[src/rtl/subi_result_fifo_if.sv]
// Elastic handshake bundle around the subi result FIFO: upstream (ins) and downstream (outs) channels.
// The slave modport is the FIFO side and the master modport is the surrounding dataflow.
interface subi_result_fifo_if #(
  parameter int DATA_TYPE = 32
);
  logic [DATA_TYPE-1:0] ins;
  logic                 ins_valid;
  logic                 ins_ready;
  logic [DATA_TYPE-1:0] outs;
  logic                 outs_valid;
  logic                 outs_ready;

  modport slave (
    input  ins, ins_valid, outs_ready,
    output ins_ready, outs, outs_valid
  );

  modport master (
    output ins, ins_valid, outs_ready,
    input  ins_ready, outs, outs_valid
  );
endinterface

[src/rtl/subi_result_fifo.sv]
// Registered-output elastic FIFO behind the integer subtractor. ins_ready depends only on
// the occupancy count, so no combinational path runs from outs_ready back into the subtractor.
module subi_result_fifo #(
  parameter int DATA_TYPE = 32,
  parameter int NUM_SLOTS = 4
) (
  input  logic                clk,
  input  logic                rst,
  subi_result_fifo_if.slave   bus
);
  localparam int PW = $clog2(NUM_SLOTS + 1);
  localparam int AW = (NUM_SLOTS > 1) ? $clog2(NUM_SLOTS) : 1;
  localparam logic [PW-1:0] LAST = PW'(NUM_SLOTS - 1);
  localparam logic [PW-1:0] FULL = PW'(NUM_SLOTS);

  logic [DATA_TYPE-1:0] r_mem [NUM_SLOTS];
  logic [PW-1:0]        r_head, r_tail, r_count;

  logic          w_push, w_pop, w_ins_ready, w_outs_valid;
  logic [PW-1:0] w_head_nxt, w_tail_nxt;
  logic [AW-1:0] w_head_idx, w_tail_idx;

  assign w_ins_ready  = (r_count != FULL);
  assign w_outs_valid = (r_count != '0);
  assign w_push       = bus.ins_valid & w_ins_ready;
  assign w_pop        = w_outs_valid & bus.outs_ready;

  // Pointers wrap at NUM_SLOTS-1, so depth need not be a power of two
  assign w_head_nxt = (r_head == LAST) ? '0 : r_head + 1'b1;
  assign w_tail_nxt = (r_tail == LAST) ? '0 : r_tail + 1'b1;
  assign w_head_idx = r_head[AW-1:0];
  assign w_tail_idx = r_tail[AW-1:0];

  assign bus.ins_ready  = w_ins_ready;
  assign bus.outs_valid = w_outs_valid;
  assign bus.outs       = r_mem[w_head_idx];

  always_ff @(posedge clk or negedge rst) begin
    if (!rst) begin
      r_head  <= '0;
      r_tail  <= '0;
      r_count <= '0;
    end else begin
      if (w_push) r_tail <= w_tail_nxt;
      if (w_pop)  r_head <= w_head_nxt;
      case ({w_push, w_pop})
        2'b10:   r_count <= r_count + 1'b1;
        2'b01:   r_count <= r_count - 1'b1;
        default: r_count <= r_count;
      endcase
    end
  end

  // Storage is left uncleared on reset; the pointers alone define what is valid
  always_ff @(posedge clk) begin
    if (rst && w_push) r_mem[w_tail_idx] <= bus.ins;
  end
endmodule

[src/flat_wrapper.sv]
// flat-port wrapper written by rule: the top's interface ports become plain ports
module subi_result_fifo_flat 
#(
  parameter int DATA_TYPE = 32,
  parameter int NUM_SLOTS = 4
)
  (clk, rst, bus_ins, bus_ins_valid, bus_outs_ready, bus_ins_ready, bus_outs, bus_outs_valid);
  subi_result_fifo_if #(.DATA_TYPE(DATA_TYPE)) bus_i ();
  input  logic clk;
  input  logic rst;
  input wire logic [$bits(bus_i.ins)-1:0] bus_ins;
  input wire logic [$bits(bus_i.ins_valid)-1:0] bus_ins_valid;
  input wire logic [$bits(bus_i.outs_ready)-1:0] bus_outs_ready;
  output wire logic [$bits(bus_i.ins_ready)-1:0] bus_ins_ready;
  output wire logic [$bits(bus_i.outs)-1:0] bus_outs;
  output wire logic [$bits(bus_i.outs_valid)-1:0] bus_outs_valid;
  assign bus_i.ins = bus_ins;
  assign bus_i.ins_valid = bus_ins_valid;
  assign bus_i.outs_ready = bus_outs_ready;
  assign bus_ins_ready = bus_i.ins_ready;
  assign bus_outs = bus_i.outs;
  assign bus_outs_valid = bus_i.outs_valid;
  subi_result_fifo #(.DATA_TYPE(DATA_TYPE), .NUM_SLOTS(NUM_SLOTS)) u_core (.clk(clk), .rst(rst), .bus(bus_i));
endmodule
[config.mk]
export PLATFORM = sky130hd
export DESIGN_NAME = subi_result_fifo_flat
export DESIGN_NICKNAME = d
export VERILOG_FILES = /design/src/rtl/subi_result_fifo_if.sv /design/src/rtl/subi_result_fifo.sv /design/src/flat_wrapper.sv
export SDC_FILE = /design/constraint.sdc
export NUM_CORES = 1
export LEC_CHECK = 0
export CORE_MARGIN = 5
export CORE_UTILIZATION = 30
export CTS_CLUSTER_DIAMETER = 200
export DETAILED_ROUTE_END_ITERATION = 7
export PLACE_DENSITY = 0.53
export SYNTH_ARGS = -nofsm -noshare
export SYNTH_HDL_FRONTEND = slang
export SYNTH_SLANG_ARGS = --single-unit
export TNS_END_PERCENT = 1
[constraint.sdc]
create_clock -name clk -period 1.92 [get_ports clk]
set_input_delay 0.192 -clock clk [delete_from_list [all_inputs] [get_ports clk]]
set_output_delay 0.192 -clock clk [all_outputs]
set_load 0.01 [all_outputs]
==> key figures, run 1 <==
Yosys
  • Flip-flop and latch count after synthesis: 137
  • Summed instance area of the synthesized netlist: 0.00515 mm2
  • Number of instances in the synthesized netlist: 215
  • Sequential element share of the synthesized area: 0.790
  • Post-synthesis average cell area: 24.0 um2
  • Count of synthesis-stage warnings from yosys: 0
  • Net count after synthesis: 258
  • Unique masters post-synth: 20

Route
  • First drt pass iteration count: 4
  • Number of DRC markers in iteration 0: 87
  • DRC viols: 0
  • Vias post-DR: 2,399
  • Routed via count divided by cell count: 4.30
  • Post-DR wirelength/cell: 17.5 um
  • Post-Route WL: 9750 um
  • Number of routed nets with antenna violations: 0

Clock network
  • Clock latency at the later pin of the worst-skew pair: 0.41 ns
  • Clock Root Buffer: clkbuf_16
  • Htree depth: 4
  • Number of buffers on the longest clock path: 2
  • Clock Sink Count: 137
  • Clock input transition at the sequential cells of the worst setup and hold paths: 0.06 ns
  • TritonCTS clock tree: yes
  • CTS buffer count: 17

Cells and area
  • Number of nets in the finished design: 363
  • Top library cells by usage in the layout, fill and taps aside: edfxtp_1, clkdlybuf4s50_1, mux4_2
  • Share of the core filled with cells in the final layout: 0.412
  • Area growth syn-to-layout: 36.3%
  • Most common library cell in the layout ignoring fill and taps: edfxtp_1
  • Number of antenna diodes: 0
  • Fraction of layout instances using a drive strength above 1: 0.420

Timing
  • F_max: 0.507 GHz
  • Endpoints failing setup: 14
  • Crit path time final: 1.97 ns
  • Transition at the pin with the smallest max-transition slack: 0.215 ns
  • Setup clock skew after layout: 0.00923 ns
  • Final Worst Setup Slack: -0.0533 ns
  • Slew Limit Fails: 0
  • Tcrit/Tclk final: 1.03
  • Setup repair after global routing missed its margin: yes
  • Number of hold violations in the final report: 0
  • Relative slew margins: 0.856

Floorplan
  • Number of core rows: 48
  • Total Die Area: 0.0199 mm2
  • Top Ports: 70
  • Die height: 141 um
  • Initial cell density of the core: 0.302
  • Die Width: 141 um
  • Std-Cell Core Area: 0.0171 mm2

Setup path
  • Depth of the most critical reg-to-reg path: 9
  • Setup slack of the most critical reg-to-reg path: -0.05 ns
  • Arrival @ worst endpoint: 2.30 ns
  • Critical path peak fanout: 2
  • Worst endpoint required time: 2.25 ns
  • Startpoint-to-endpoint class of the critical path: flip-flop to flip-flop
  • Critical path capture point type: flip-flop
  • Worst setup SP type: flip-flop

Pwr
  • Part of the power in registers: 0.357
  • Internal Dissipation: 7.79 mW
  • Power share of the combinational group: 0.318
  • Max IR drop VDD: 693 uV
  • P per Cell Area: 1510 mW/mm2
  • Switching power of the nets: 2.82 mW
  • Clock group share of total power: 0.325
  • Switching power share of the total: 0.266
  • Static leakage: 2.43 nW

Placed design
  • HPWL after detailed placement: 6060 um
  • Count of input and output buffers: 69
  • Routability Congestion: 0.689
  • Post-placement setup slack: -0.0562 ns

GRT
  • Pin count of the biggest net entering global routing: 28
  • Total congestion overflow: 0
  • Number of global-route vias before repair: 2,696
  • Global-route wire length before repair: 15,500 um
  • Initial antenna violation count: 0
  • Overall global routing resource usage: 0.107

Min path
  • Worst hold path cell count: 1
  • Path type of the worst min-delay path: primary input to flip-flop

Status
  • Violations in the final reports: negative setup slack
  • Run status: complete, but fails checks

Flow run
  • Maxcap violations: 0
repair_timing:
action,4_1_cts,5_1_grt
cloned,2,0
hold buffers,1,0
pin swaps,2,0
buffers inserted,5,0
endpoints found under the hold margin,1,0
setup endpoints to repair,35,35
resized for setup,140,9
worst paths after layout:
check                                  start             endpoint
min in group asynchronous                rst     u_core.r_tail[1]
hold reg to reg             u_core.r_tail[2]     u_core.r_tail[2]
setup / recovery           u_core.r_count[0]    u_core.r_count[2]
setup reg to reg           u_core.r_count[0]    u_core.r_count[2]
max in group asynchronous                rst     u_core.r_head[1]
hold / removal                   bus_ins[26]  u_core.r_mem[3][26]
flip-flops by register name (all words and copies together) (netlist names):
name / flops
u_core.r_head: 3
u_core.r_tail: 3
u_core.r_count: 3
u_core.r_mem: 128
cells in the mapped netlist:
cell      number  share of area
a21oi_1        4         0.0039
and2_4         2         0.0034
and3_2         4         0.0058
buf_2          5         0.0049
buf_6          2         0.0044
clkbuf_1       3         0.0022
dfrtp_1        9          0.044
edfxtp_1     128           0.75
fa_1           1         0.0039
ha_1           6          0.015
inv_1          8         0.0058
mux2_2         2         0.0044
mux2_4         2         0.0058
mux2i_1        1         0.0019
mux4_2        32           0.14
nor2_1         1        0.00073
or3_4          1         0.0022
or3b_1         1         0.0017
xnor2_1        1         0.0017
xor2_1         2         0.0034
kinds of logic (layout without fill, tap and decap cells):
kind of cell               Yosys count  in the layout  share of synthesized area
AOI/OAI and AO/OA                    4              4                    0.00388
xor gates and xnor gates             3              3                    0.00510
adders and majority gates            7              7                     0.0185
buffers and inverters               18            136                     0.0172
DFF                                137            137                      0.790
muxes                               37             37                      0.152
and+or+nand+nor                      9              9                     0.0138
final cells by class:
type / count / area, um2
clock buffers: 17 / 425
fillers: 1536 / 10000
inverters: 8 / 32.5
clock inverters: 15 / 215
multi-input cells: 60 / 1010
repair buffers: 96 / 985
well taps: 225 / 282
flip-flops and latches: 137 / 4070
power groups by stage:
stage               Clock, mW  Sequential (mW)  Combinational [mW]
floorplan                   0             3.81                1.75
global placement            0             3.86                3.37
detailed placement          0             3.87                3.37
CTS                      3.54             3.79                3.39
global route             3.66             3.82                3.69
finish                   3.45             3.78                3.37
routing by layer:
metal | global-route usage | wire, um
met5 | 0 | 0
met4 | 0.0352 | 75
met3 | 0.0458 | 556
met2 | 0.163 | 4830
met1 | 0.137 | 4290
worst max-delay path, cell delays in order, from the launching register on:
cell	delay (ns)
dfrtp_1	0.37
or3b_4	0.39
and2_4	0.16
inv_4	0.05
ha_4	0.12
inv_2	0.04
fa_2	0.34
xor2_1	0.14
nor2_1	0.12
xor2_1	0.16
stage by stage:
step	TNS (ns)	hold WS, ns	area [um2]	power [mW]	cells
floorplan	-0.226	-0.104	5170	5.56	215
global route	-2.85	0.398	7020	11.2	558
global placement	-0.0203	0.428	6340	7.23	518
finish	-0.395	0.417	7020	10.6	558
CTS	-1.33	0.397	6980	10.7	558
detailed placement	-0.0788	0.425	6340	7.25	518
Note: power is estimated with default switching activity, not from simulation.
==> run 2: changes to the inputs <==
CORE_UTILIZATION = 25   (was 30)
PLACE_DENSITY = 0.45   (was 0.53)
clock period = 2.3 ns   (was 1.92 ns; I/O delays follow)
==> key figures, run 2 (synthesized netlist as in run 1, its figures left out) <==
Status
  • Run status: finished, final reports clean

GRT
  • Routing usage on met3: 0.0354
  • Met2 track demand over resource in global routing: 0.149
  • Number of global-route vias before repair: 2,747
  • Global-route track usage on met1: 0.105
  • Overall global routing resource usage: 0.0902
  • Layer with the highest usage: met2
  • Total congestion overflow: 0
  • Pin count of the biggest net entering global routing: 23
  • Initial antenna violation count: 0
  • Global-route wire length before repair: 15,700 um

Clock network
  • Clock Sink Count: 137
  • Number of buffers on the longest clock path: 2
  • Clock Root Buffer: clkbuf_16
  • Clock input transition at the sequential cells of the worst setup and hold paths: 0.06 ns
  • CTS buffer count: 17
  • Clock latency at the later pin of the worst-skew pair: 0.42 ns
  • Htree depth: 4
  • TritonCTS clock tree: yes

Timing
  • Relative slew margins: 0.773
  • Final Worst Setup Slack: 0.120 ns
  • Setup Total Neg Slack: 0 ns
  • Endpoints failing setup: 0
  • Setup clock skew after layout: 0.0119 ns
  • F_max: 0.459 GHz
  • Slew Limit Fails: 0
  • Crit path time final: 2.18 ns
  • Tcrit/Tclk final: 0.948
  • Transition at the pin with the smallest max-transition slack: 0.340 ns
  • Number of hold violations in the final report: 0

Floorplan
  • Die Width: 154 um
  • Die height: 154 um
  • Initial cell density of the core: 0.254
  • Top Ports: 70
  • Std-Cell Core Area: 0.0203 mm2
  • Number of core rows: 52
  • Total Die Area: 0.0236 mm2

Cells and area
  • Area growth syn-to-layout: 32.7%
  • Most common library cell in the layout ignoring fill and taps: edfxtp_1
  • Share of the core filled with cells in the final layout: 0.337
  • Multi-input gate area in the final layout: 0.00100 mm2
  • Number of nets in the finished design: 353
  • Fill cells: 1,982
  • Number of flip-flops under the largest register name: 128
  • Fraction of layout instances using a drive strength above 1: 0.291
  • Register Area: 0.00407 mm2
  • Number of antenna diodes: 0
  • Top library cells by usage in the layout, fill and taps aside: edfxtp_1, clkdlybuf4s50_1, mux4_2
  • Register with the highest flop count: u_core.r_mem
  • Final std cell area, no fill: 0.00684 mm2

Flow run
  • Maxcap violations: 0

Route
  • Number of DRC markers in iteration 0: 71
  • Routed via count divided by cell count: 4.06
  • First drt pass iteration count: 6
  • Vias post-DR: 2,409
  • Post-DR wirelength/cell: 16.7 um
  • Post-Route WL: 9890 um
  • DRC viols: 0
  • Number of routed nets with antenna violations: 0

Setup path
  • CP max stage cell: mux4_2
  • Critical path capture point type: output port
  • Worst endpoint required time: 2.07 ns
  • Critical Path Max Stage Delay: 0.49 ns
  • Worst setup SP type: flip-flop
  • Depth of the most critical reg-to-reg path: 9
  • Startpoint-to-endpoint class of the critical path: flip-flop to output port
  • Crit path cell chain: buf_12 -> mux4_2 -> clkdlybuf4s50_1
  • Arrival @ worst endpoint: 1.95 ns
  • Critical path peak fanout: 7

Pwr
  • P per Cell Area: 1200 mW/mm2
  • Max IR drop VDD: 529 uV
  • Overall power: 8.22 mW
  • Static leakage: 2.32 nW

Placed design
  • HPWL after detailed placement: 6310 um
  • Routability Congestion: 0.675
  • Count of input and output buffers: 69
  • Post-placement setup slack: 0.110 ns
  • Instance area after placement: 0.00625 mm2

Min path
  • Path type of the worst min-delay path: primary input to asynchronous set/reset pin
## run 2: worst paths after layout
kind                                        to  slack [ns]               from
max                                bus_outs[4]        0.12   u_core.r_head[0]
min                           u_core.r_tail[1]        0.08                rst
max reg2reg                  u_core.r_count[2]        0.12  u_core.r_count[0]
min reg2reg                   u_core.r_head[2]        0.50   u_core.r_head[2]
max in group asynchronous     u_core.r_head[1]        1.81                rst
min in group clk           u_core.r_mem[0][20]        0.45        bus_ins[20]
## run 2: timing repair
item	in CTS	in global routing
gates resized for setup	29	2
endpoints found under the setup margin	29	4
hold buffers	0	0
buffers inserted	0	4
pin swaps	0	1
## run 2: critical path: cells and delay by family (launching register included)
family,cells,cell delay (ns)
buf+inv,2,0.63
mux,1,0.49
flops,1,0.41
## run 2: power breakdown
group	switching, mW	internal (mW)	leakage, nW
Clock	1.03	1.60	0.271
Sequential	0.107	3.06	1.27
Combinational	1.12	1.31	0.783
## run 2: through the flow
| step | hold WS, ns | std cells |
|---|---|---|
| finish | 0.0794 | 593 |
| CTS | 0.0601 | 589 |
| detailed placement | 0.492 | 557 |
| global route | 0.0885 | 593 |
| global placement | 0.471 | 557 |
| floorplan | -0.0656 | 215 |
## run 2: layer usage
layer,up-vias,wire (um)
met5,-,0
met2,58,5020
met1,1261,4130
met3,13,575
li1,1077,-
met4,0,165
## run 2: cell type report
cell class / instances / share of cell area
clock buffer: 18 / 0.0628
clock inverter: 14 / 0.0216
inverter: 8 / 0.00439
multi-input combinational: 60 / 0.146
sequential: 137 / 0.596
tap: 270 / 0.0494
timing repair buffer: 86 / 0.120
